`config.mk`:
```
export PLATFORM = sky130hd
export DESIGN_NAME = store_drain_ctrl
export DESIGN_NICKNAME = d
export VERILOG_FILES = /design/src/rtl/store_drain_ctrl.sv
export SDC_FILE = /design/constraint.sdc
export NUM_CORES = 1
export LEC_CHECK = 0
export BUFFER_PORTS_ARGS = -buffer_cell sky130_fd_sc_hd__buf_2
export CAP_MARGIN = 20
export CORE_ASPECT_RATIO = 1.75
export CORE_MARGIN = 2
export CORE_UTILIZATION = 43
export DETAILED_ROUTE_END_ITERATION = 12
export HOLD_SLACK_MARGIN = 0.05
export PLACE_DENSITY = 0.79
export SLEW_MARGIN = 20
export SYNTH_ARGS = -nofsm -noshare
export SYNTH_HDL_FRONTEND = slang
export SYNTH_SLANG_ARGS = --single-unit
```
`constraint.sdc`:
```
create_clock -name clk -period 1.8 [get_ports clk]
set_clock_uncertainty 0.1 [all_clocks]
set_input_delay 0 -clock clk [delete_from_list [all_inputs] [get_ports clk]]
set_output_delay 0 -clock clk [all_outputs]
set_load 0.02 [all_outputs]
```
`src/rtl/store_drain_ctrl.sv`:
```
// +--------------------------------------------------------------------------+
// | store_drain_ctrl: drains the core store queue into BRAM ports, VG strobes |
// | Rev 1.0                                                                  |
// +--------------------------------------------------------------------------+
`default_nettype none

`ifndef BRAM_PROG_RAM
`define BRAM_PROG_RAM 0
`endif
`ifndef BRAM_VECTOR
`define BRAM_VECTOR 1
`endif
`ifndef BRAM_PROG_ROM
`define BRAM_PROG_ROM 2
`endif

module store_drain_ctrl #(
  parameter int unsigned MAX_WAIT = 8
) (
  input  logic        clk,
  input  logic        rst,
  input  logic [7:0]  qData,
  input  logic [15:0] qAddr,
  input  logic        qNotEmpty,
  output logic        canWrite,
  input  logic        halt,
  input  logic [2:0]  coreBusy,
  output logic [47:0] bramAddr,
  output logic [23:0] bramData,
  output logic [2:0]  bramWe,
  output logic        vggo,
  output logic        vgrst,
  output logic        stallReq,
  output logic [7:0]  errCount
);

  localparam logic [8:0] c_max_wait = 9'(MAX_WAIT);
  localparam logic [2:0] c_sel_ram  = 3'b001 << `BRAM_PROG_RAM;
  localparam logic [2:0] c_sel_vec  = 3'b001 << `BRAM_VECTOR;

  typedef enum logic [0:0] {
    ST_IDLE  = 1'b0,
    ST_ISSUE = 1'b1
  } state_t;

  typedef enum logic [2:0] {
    DEC_RAM = 3'd0,
    DEC_VEC = 3'd1,
    DEC_GO  = 3'd2,
    DEC_RST = 3'd3,
    DEC_ILL = 3'd4
  } dec_t;

  state_t      state_q, state_d;
  logic [15:0] h_addr_q, h_addr_d;
  logic [7:0]  h_data_q, h_data_d;
  logic [7:0]  wait_cnt_q, wait_cnt_d;
  logic        stall_req_q, stall_req_d;
  logic [7:0]  err_count_q, err_count_d;

  dec_t        w_dec;
  logic [2:0]  w_sel;
  logic        w_port_busy;
  logic [8:0]  w_next_wait;

  always_comb begin
    w_dec = DEC_ILL;
    if (h_addr_q < 16'h0400)              w_dec = DEC_RAM;
    else if (h_addr_q[15:12] == 4'h2)     w_dec = DEC_VEC;
    else if (h_addr_q == 16'h1200)        w_dec = DEC_GO;
    else if (h_addr_q == 16'h1600)        w_dec = DEC_RST;
  end

  assign w_sel       = (w_dec == DEC_VEC) ? c_sel_vec : c_sel_ram;
  assign w_port_busy = |(coreBusy & w_sel);
  assign w_next_wait = {1'b0, wait_cnt_q} + 9'd1;

  always_comb begin
    state_d     = state_q;
    h_addr_d    = h_addr_q;
    h_data_d    = h_data_q;
    wait_cnt_d  = wait_cnt_q;
    stall_req_d = stall_req_q;
    err_count_d = err_count_q;
    canWrite    = 1'b0;
    bramWe      = '0;
    bramAddr    = '0;
    bramData    = '0;
    vggo        = 1'b0;
    vgrst       = 1'b0;

    unique case (state_q)
      ST_IDLE: begin
        // Gated by rst so the pop strobe is low while reset is held
        canWrite = rst & ~halt;
        if (qNotEmpty && !halt) begin
          h_addr_d   = qAddr;
          h_data_d   = qData;
          wait_cnt_d = '0;
          state_d    = ST_ISSUE;
        end
      end
      ST_ISSUE: begin
        unique case (w_dec)
          DEC_GO: begin
            vggo    = 1'b1;
            state_d = ST_IDLE;
          end
          DEC_RST: begin
            vgrst   = 1'b1;
            state_d = ST_IDLE;
          end
          DEC_ILL: begin
            if (err_count_q != 8'hFF) err_count_d = err_count_q + 8'd1;
            state_d = ST_IDLE;
          end
          default: begin
            if (!w_port_busy) begin
              bramWe = w_sel;
              for (int i = 0; i < 3; i++) begin
                if (w_sel[i]) begin
                  bramAddr[16*i +: 16] = h_addr_q;
                  bramData[8*i +: 8]   = h_data_q;
                end
              end
              stall_req_d = 1'b0;
              state_d     = ST_IDLE;
            end else begin
              if (wait_cnt_q != 8'hFF) wait_cnt_d = w_next_wait[7:0];
              // Starved long enough: ask the core to freeze until we land
              if (w_next_wait >= c_max_wait) stall_req_d = 1'b1;
            end
          end
        endcase
      end
      default: state_d = ST_IDLE;
    endcase
  end

  always_ff @(posedge clk or negedge rst) begin
    if (!rst) begin
      state_q     <= ST_IDLE;
      h_addr_q    <= '0;
      h_data_q    <= '0;
      wait_cnt_q  <= '0;
      stall_req_q <= 1'b0;
      err_count_q <= '0;
    end else begin
      state_q     <= state_d;
      h_addr_q    <= h_addr_d;
      h_data_q    <= h_data_d;
      wait_cnt_q  <= wait_cnt_d;
      stall_req_q <= stall_req_d;
      err_count_q <= err_count_d;
    end
  end

  assign stallReq = stall_req_q;
  assign errCount = err_count_q;

endmodule

`default_nettype wire

```
-- Word-level counts from Yosys, hierarchy flattened
Index checks and enable logic that the tools add are counted.
- add/sub/neg operators: 2
- equality and inequality tests: 14
- reductions and logical operators: 8
- div/mod/pow operators: 0
- order comparisons: 2
- multiply operators: 0
- bitwise gates (word level): 5
- shift-type cells: 0
- mux-type cells: 36
- operators by type and width (cell ; count):
    $mux 48 ; 3
    $mux 24 ; 3
    $mux 8 ; 7
    $mux 16 ; 3
    $eq 16x13->1 const B ; 2
    $lt 16x11->1 const B ; 1
    $ne 8x8->1 const B ; 2
    $pmux 8 s2 ; 1
    $mux 3 ; 4
    $mux 1 ; 10
    $add 8x1->9 const B ; 1
    $ge 9x4->1 const B ; 1
    $add 8x1->8 const B ; 1
    $mux 2 ; 4
    $eq 3x2->1 const B ; 2
    $ne 2x1->1 const B ; 3
    $reduce_and 3->1 ; 2
    $reduce_or 3->1 ; 2
    $eq 4x2->1 const B ; 1
    $ne 2x2->1 const B ; 2
    $reduce_and 4->1 ; 1
    $and 3x2->3 ; 1
    $eq 3x1->1 const B ; 1
    $eq 3x3->1 const B ; 1
    other kinds (6) ; 8
- output and inout port bits: 87
- memory bits (writable): 0
- ROM bits: 0
- latch bits: 0
- bits of input ports: 31
- word-level logic and storage cells: 73
- memories: 0
- bits in registers: 42

-- Logic depth before layout (Yosys ltp)
- word-level depth: 12
- depth in mapped cells: 7
- gate-level depth less buffers: 5

-- Least setup slack after synthesis
Ideal clock, no wire load.
- path kind: reg-to-reg
- start point: register h_addr_q[12]
- end point: register wait_cnt_q[6]
- data arrival time: 1.759 ns
- slack: -0.207 ns
- cell stages (with the launch flop): 5
- period minus slack after synthesis: 2.007 ns
- buffers on the path: 0
- library setup time: 0.148 ns
- required time: 1.552 ns
- path through: dfrtp_1 > nor4b_4 > mux2_2 > a221oi_2 > o221ai_1
- word-level cells in the longest chain between the ends: 11
- elaborated cells on any way between the ends: 19
- classes of those cells: order compare: 1; eq/ne: 9; mux: 5; bitwise: 1; reduce/logical: 3
- RTL lines (element ; RTL line ; RTL):
    start: declaration ; 55 ; logic [15:0] h_addr_q, h_addr_d;
    start signal: assignment ; 150 ; h_addr_q <= h_addr_d;
    parallel branches: the longest is 4 deep, another holds $lt 16x11->1 ; -- ;
    $mux 3 * ; 68 ; if (h_addr_q < 16'h0400) w_dec = DEC_RAM;
    $eq 3x1->1 ; 74 ; assign w_sel = (w_dec == DEC_VEC) ? c_sel_vec : c_sel_ram;
    $mux 2 ; 74 ;
    $and 3x2->3 ; 75 ; assign w_port_busy = |(coreBusy & w_sel);
    $reduce_or 3->1 ; 75 ;
    $ne 2x1->1 (no line) ; -- ;
    $reduce_and 4->1 (no line) * ; -- ;
    end signal: assignment ; 152 ; wait_cnt_q <= wait_cnt_d;
    end: declaration ; 57 ; logic [7:0] wait_cnt_q, wait_cnt_d;
Every way passes the cells marked *.
A chain may end at the register's enable or synchronous reset.

-- Final worst setup path
- start point: register h_addr_q[14]
- end point: output port bramAddr[20]
- word-level cells in the longest chain between the ends: 12
- elaborated cells on any way between the ends: 20
- classes of those cells: order compare: 1; eq/ne: 7; mux: 9; bitwise: 1; reduce/logical: 2
- RTL lines (element ; RTL line ; RTL):
    parallel branches: the longest is 4 deep, another holds $lt 16x11->1 ; -- ;
    $mux 3 * ; 68 ;
    $eq 3x1->1 ; 74 ;
    $mux 2 ; 74 ;
    $and 3x2->3 ; 75 ;
    $reduce_or 3->1 ; 75 ;
    $mux 48 ; 118 ; if (!w_port_busy) begin
    $mux 48 * ; 104 ; unique case (w_dec)
    $mux 48 * ; 92 ; unique case (state_q)
    end: declaration ; 28 ; output logic [47:0] bramAddr,
Marks and branches as above.

==> out/metrics.cfg <==
[place]
io_buffers=82
dp_hpwl_um=4850
dpl.cell_count=484
pre_cts_ws_ps=-118
gp_congestion=0.789

[global_routing]
grtUsageTotal=0.227
grt_pass1_wl_um=12400
grt_max_degree=29
antenna_found_initial=1
first_global_vias=2662
gr-total-overflow=0

[floorplanning]
coreArea_mm2=0.00593
dieArea_mm2=0.00685
die_y_um=108
die_w_um=63.4
num_io_pins=118
num_rows=37
start_util=0.448

[critical_path]
crit_path_max_fanout=21
slowest_stage=dfrtp_1
start_kind=flop
path_class=flop to primary output
end_kind=primary output
slowest_delay_ps=430
crit_top_cell=buf_4
cp_data_required_time_ps=1700
path_delay_family=simple AND/OR/NAND/NOR gates
arrival_ps=2050
worst-path-buf-inv=4
worstPathCellList=nor4b_4 > buf_4 > buf_4 > nor3b_2 > buf_6 > and2_1 > buf_4

[synthesis]
synth_flop_cell=dfrtp_1
synth_compound_area_frac=0.0740
synth_top_family_by_area=simple AND/OR/NAND/NOR gates
synthesis.area_mm2=0.00266
synthCells=310
synth_cell_types=41
yosys_warnings=0
muxShareOfSynthArea=0.0160
synth_adder_area_share=0.0141
synth_area_per_cell_um2=8.57
async_flop_share=1.00
synth_xor_xnor_area_share=0.0297
synth_seq_cells=42
synth-simple-area-share=0.342
ys_seq_area_frac=0.396
synth_edf_count=0

[routing]
wl_met3_um=457
routed_wl_um=8130
routedWlPerCell_um=15.5
met2_length_um=4470
top_layer_used=met4
first_pass_iters=5
drc=0
antenna_left=0
vias=2719
via_per_inst=5.17
drt_iter0_drc=212
met1Wirelength_um=2950

[run_status]
failed_checks=negative setup slack
status=finished, violations left

[power_and_ir_drop]
finalPower_w=0.00289
ir_drop_mv=0.566
p_per_area_mw_per_mm2=720
leakage_nw=2.03

[cts]
cts-root-buf=clkbuf_8
cts_max_path_buffers=2
clk_pin_slew_ps=80
cts_sinks=42
cts_inserted_buffers=5
cts_max_level=2
insertion_delay_ps=290
cts_tree=done

[final_layout]
stdcell_count=526
area_delta_synth_final_pct=51.1
nets=481
drive_above_1_share=0.394
finish.utilization=0.677

[sta]
finalHoldViolations=0
setup_slack_ps=-353
fmax_mhz=465
rsz0062_at_grt=yes
relSlewSlack=0.642
fin_crit_sh=1.20
setup_viol=58
worst_pin_slew_ps=531
slew_violations=0
timing.hold.ws_ps=74.1
fin_crit_ps=2150

[job]
maxCapViolations=0

[min_path]
hp-class=primary input to asynchronous set/reset pin

==> Yosys cell counts, types with 2 or more instances <==
library cell / n / area (um2)
o221ai_1: 4 / 35.0
nand3_1: 13 / 65.1
o211a_1: 2 / 20.0
inv_1: 7 / 26.3
mux2_2: 2 / 22.5
nand4_1: 4 / 25.0
xnor2_1: 8 / 70.1
and2_1: 22 / 138
clkbuf_1: 6 / 22.5
nor3_1: 5 / 25.0
buf_6: 2 / 22.5
and3_1: 5 / 31.3
nor3b_1: 3 / 22.5
dfrtp_1: 42 / 1050
mux2i_1: 2 / 20.0
ha_1: 3 / 37.5
nand2_1: 86 / 323
o21ai_0: 8 / 40.0
buf_2: 2 / 10.0
and2_4: 9 / 78.8
nor4_1: 4 / 25.0
nor2_1: 8 / 30.0
a221oi_2: 2 / 30.0
and2_2: 9 / 67.6
buf_4: 34 / 255
o211ai_1: 3 / 22.5
==> through the flow <==
| step | setup TNS (ps) | area (um2) |
|---|---|---|
| floorplan | -638 | 2810 |
| global placement | -1020 | 3210 |
| detailed placement | -2680 | 3210 |
| CTS | -11810 | 3810 |
| global route | -18770 | 4010 |
| finish | -14560 | 4010 |
==> layout by cell type (no fill, tap or decap), types with 2 or more instances in the layout <==
| cell type | netlist | routed |
|---|---|---|
| clkinv_2 | 0 | 2 |
| clkbuf_8 | 0 | 5 |
| conb_1 | 1 | 34 |
| ha_1 | 3 | 2 |
| o221ai_1 | 4 | 2 |
| dfrtp_2 | 0 | 2 |
| o221ai_2 | 0 | 2 |
| and3_1 | 5 | 4 |
| dlygate4sd3_1 | 0 | 25 |
| and2_4 | 9 | 11 |
| nor3_2 | 1 | 2 |
| o211ai_1 | 3 | 3 |
| o21ai_2 | 0 | 3 |
| buf_4 | 34 | 46 |
| inv_1 | 7 | 7 |
| xnor2_1 | 8 | 5 |
| buf_2 | 2 | 40 |
| nand4_1 | 4 | 4 |
| nand3_4 | 0 | 3 |
| nand3_1 | 13 | 9 |
| nor3_1 | 5 | 4 |
| nor3b_2 | 1 | 3 |
| mux2_4 | 0 | 2 |
| nand2_1 | 86 | 85 |
| o211a_1 | 2 | 2 |
| mux2i_2 | 0 | 2 |
| nor4_1 | 4 | 2 |
| and2_1 | 22 | 22 |
| o21ai_0 | 8 | 5 |
| dfrtp_1 | 42 | 40 |
| a221oi_4 | 0 | 2 |
| xnor2_2 | 0 | 3 |
| and2_2 | 9 | 7 |
| nor2_1 | 8 | 7 |
| buf_6 | 2 | 28 |
==> power by group <==
group	internal (W)	switching, W
combinational	0.000455	0.000537
clock	0.000261	0.000329
sequential	0.00111	0.000196
total	0.00183	0.00106
==> registers in the layout, summed over array words and instances, names as in the netlist <==
register / flops
errCount: 8
h_addr_q: 16
h_data_q: 8
stallReq: 1
state_q: 1
wait_cnt_q: 8
==> final timing paths <==
kind                               from       endpoint  slack [ps]  cells after the start
setup / recovery           h_addr_q[14]   bramAddr[20]        -350                      7
hold / removal                      rst  wait_cnt_q[2]          70                      2
setup reg to reg           h_addr_q[14]  wait_cnt_q[4]        -240                      6
max in group asynchronous           rst    errCount[4]         820                      3
min in group clk              qNotEmpty  wait_cnt_q[0]         100                      4
hold reg to reg             h_data_q[3]    h_data_q[3]         390                      2
==> timing repair <==
item	CTS	global route
buffers inserted	3	6
hold endpoints to repair	66	0
gates resized for setup	77	30
pin swaps	10	11
setup endpoints to repair	53	60
gates cloned	0	1
hold buffers	25	0
==> layer usage <==
layer,vias up,GRT usage
li1,1238,-
met1,1311,0.251
met2,147,0.441
met3,23,0.0312
met4,0,0.0668
met5,-,0
==> kinds of logic (layout without fill, tap and decap cells) <==
group | count (synthesis) | count (layout)
AO/OA/AOI/OAI | 25 | 25
XOR/XNOR | 9 | 9
adder cells (fa/ha/maj) | 3 | 3
buffers and inverters | 51 | 155
flip-flops | 42 | 42
multiplexers | 4 | 4
other | 1 | 35
AND/OR/NAND/NOR | 175 | 175
==> area by class of cell <==
| type | instances | area [um2] |
|---|---|---|
| Tap cell | 78 | 97.6 |
| Clock buffer | 5 | 68.8 |
| Multi-Input combinational cell | 250 | 1600 |
| Antenna cell | 1 | 2.50 |
| Sequential cell | 42 | 1050 |
| Timing Repair Buffer | 141 | 1160 |
| Fill cell | 448 | 1910 |
| Inverter | 7 | 26.3 |
| Clock inverter | 2 | 10.0 |
Note: power is estimated with default switching activity, not from simulation.
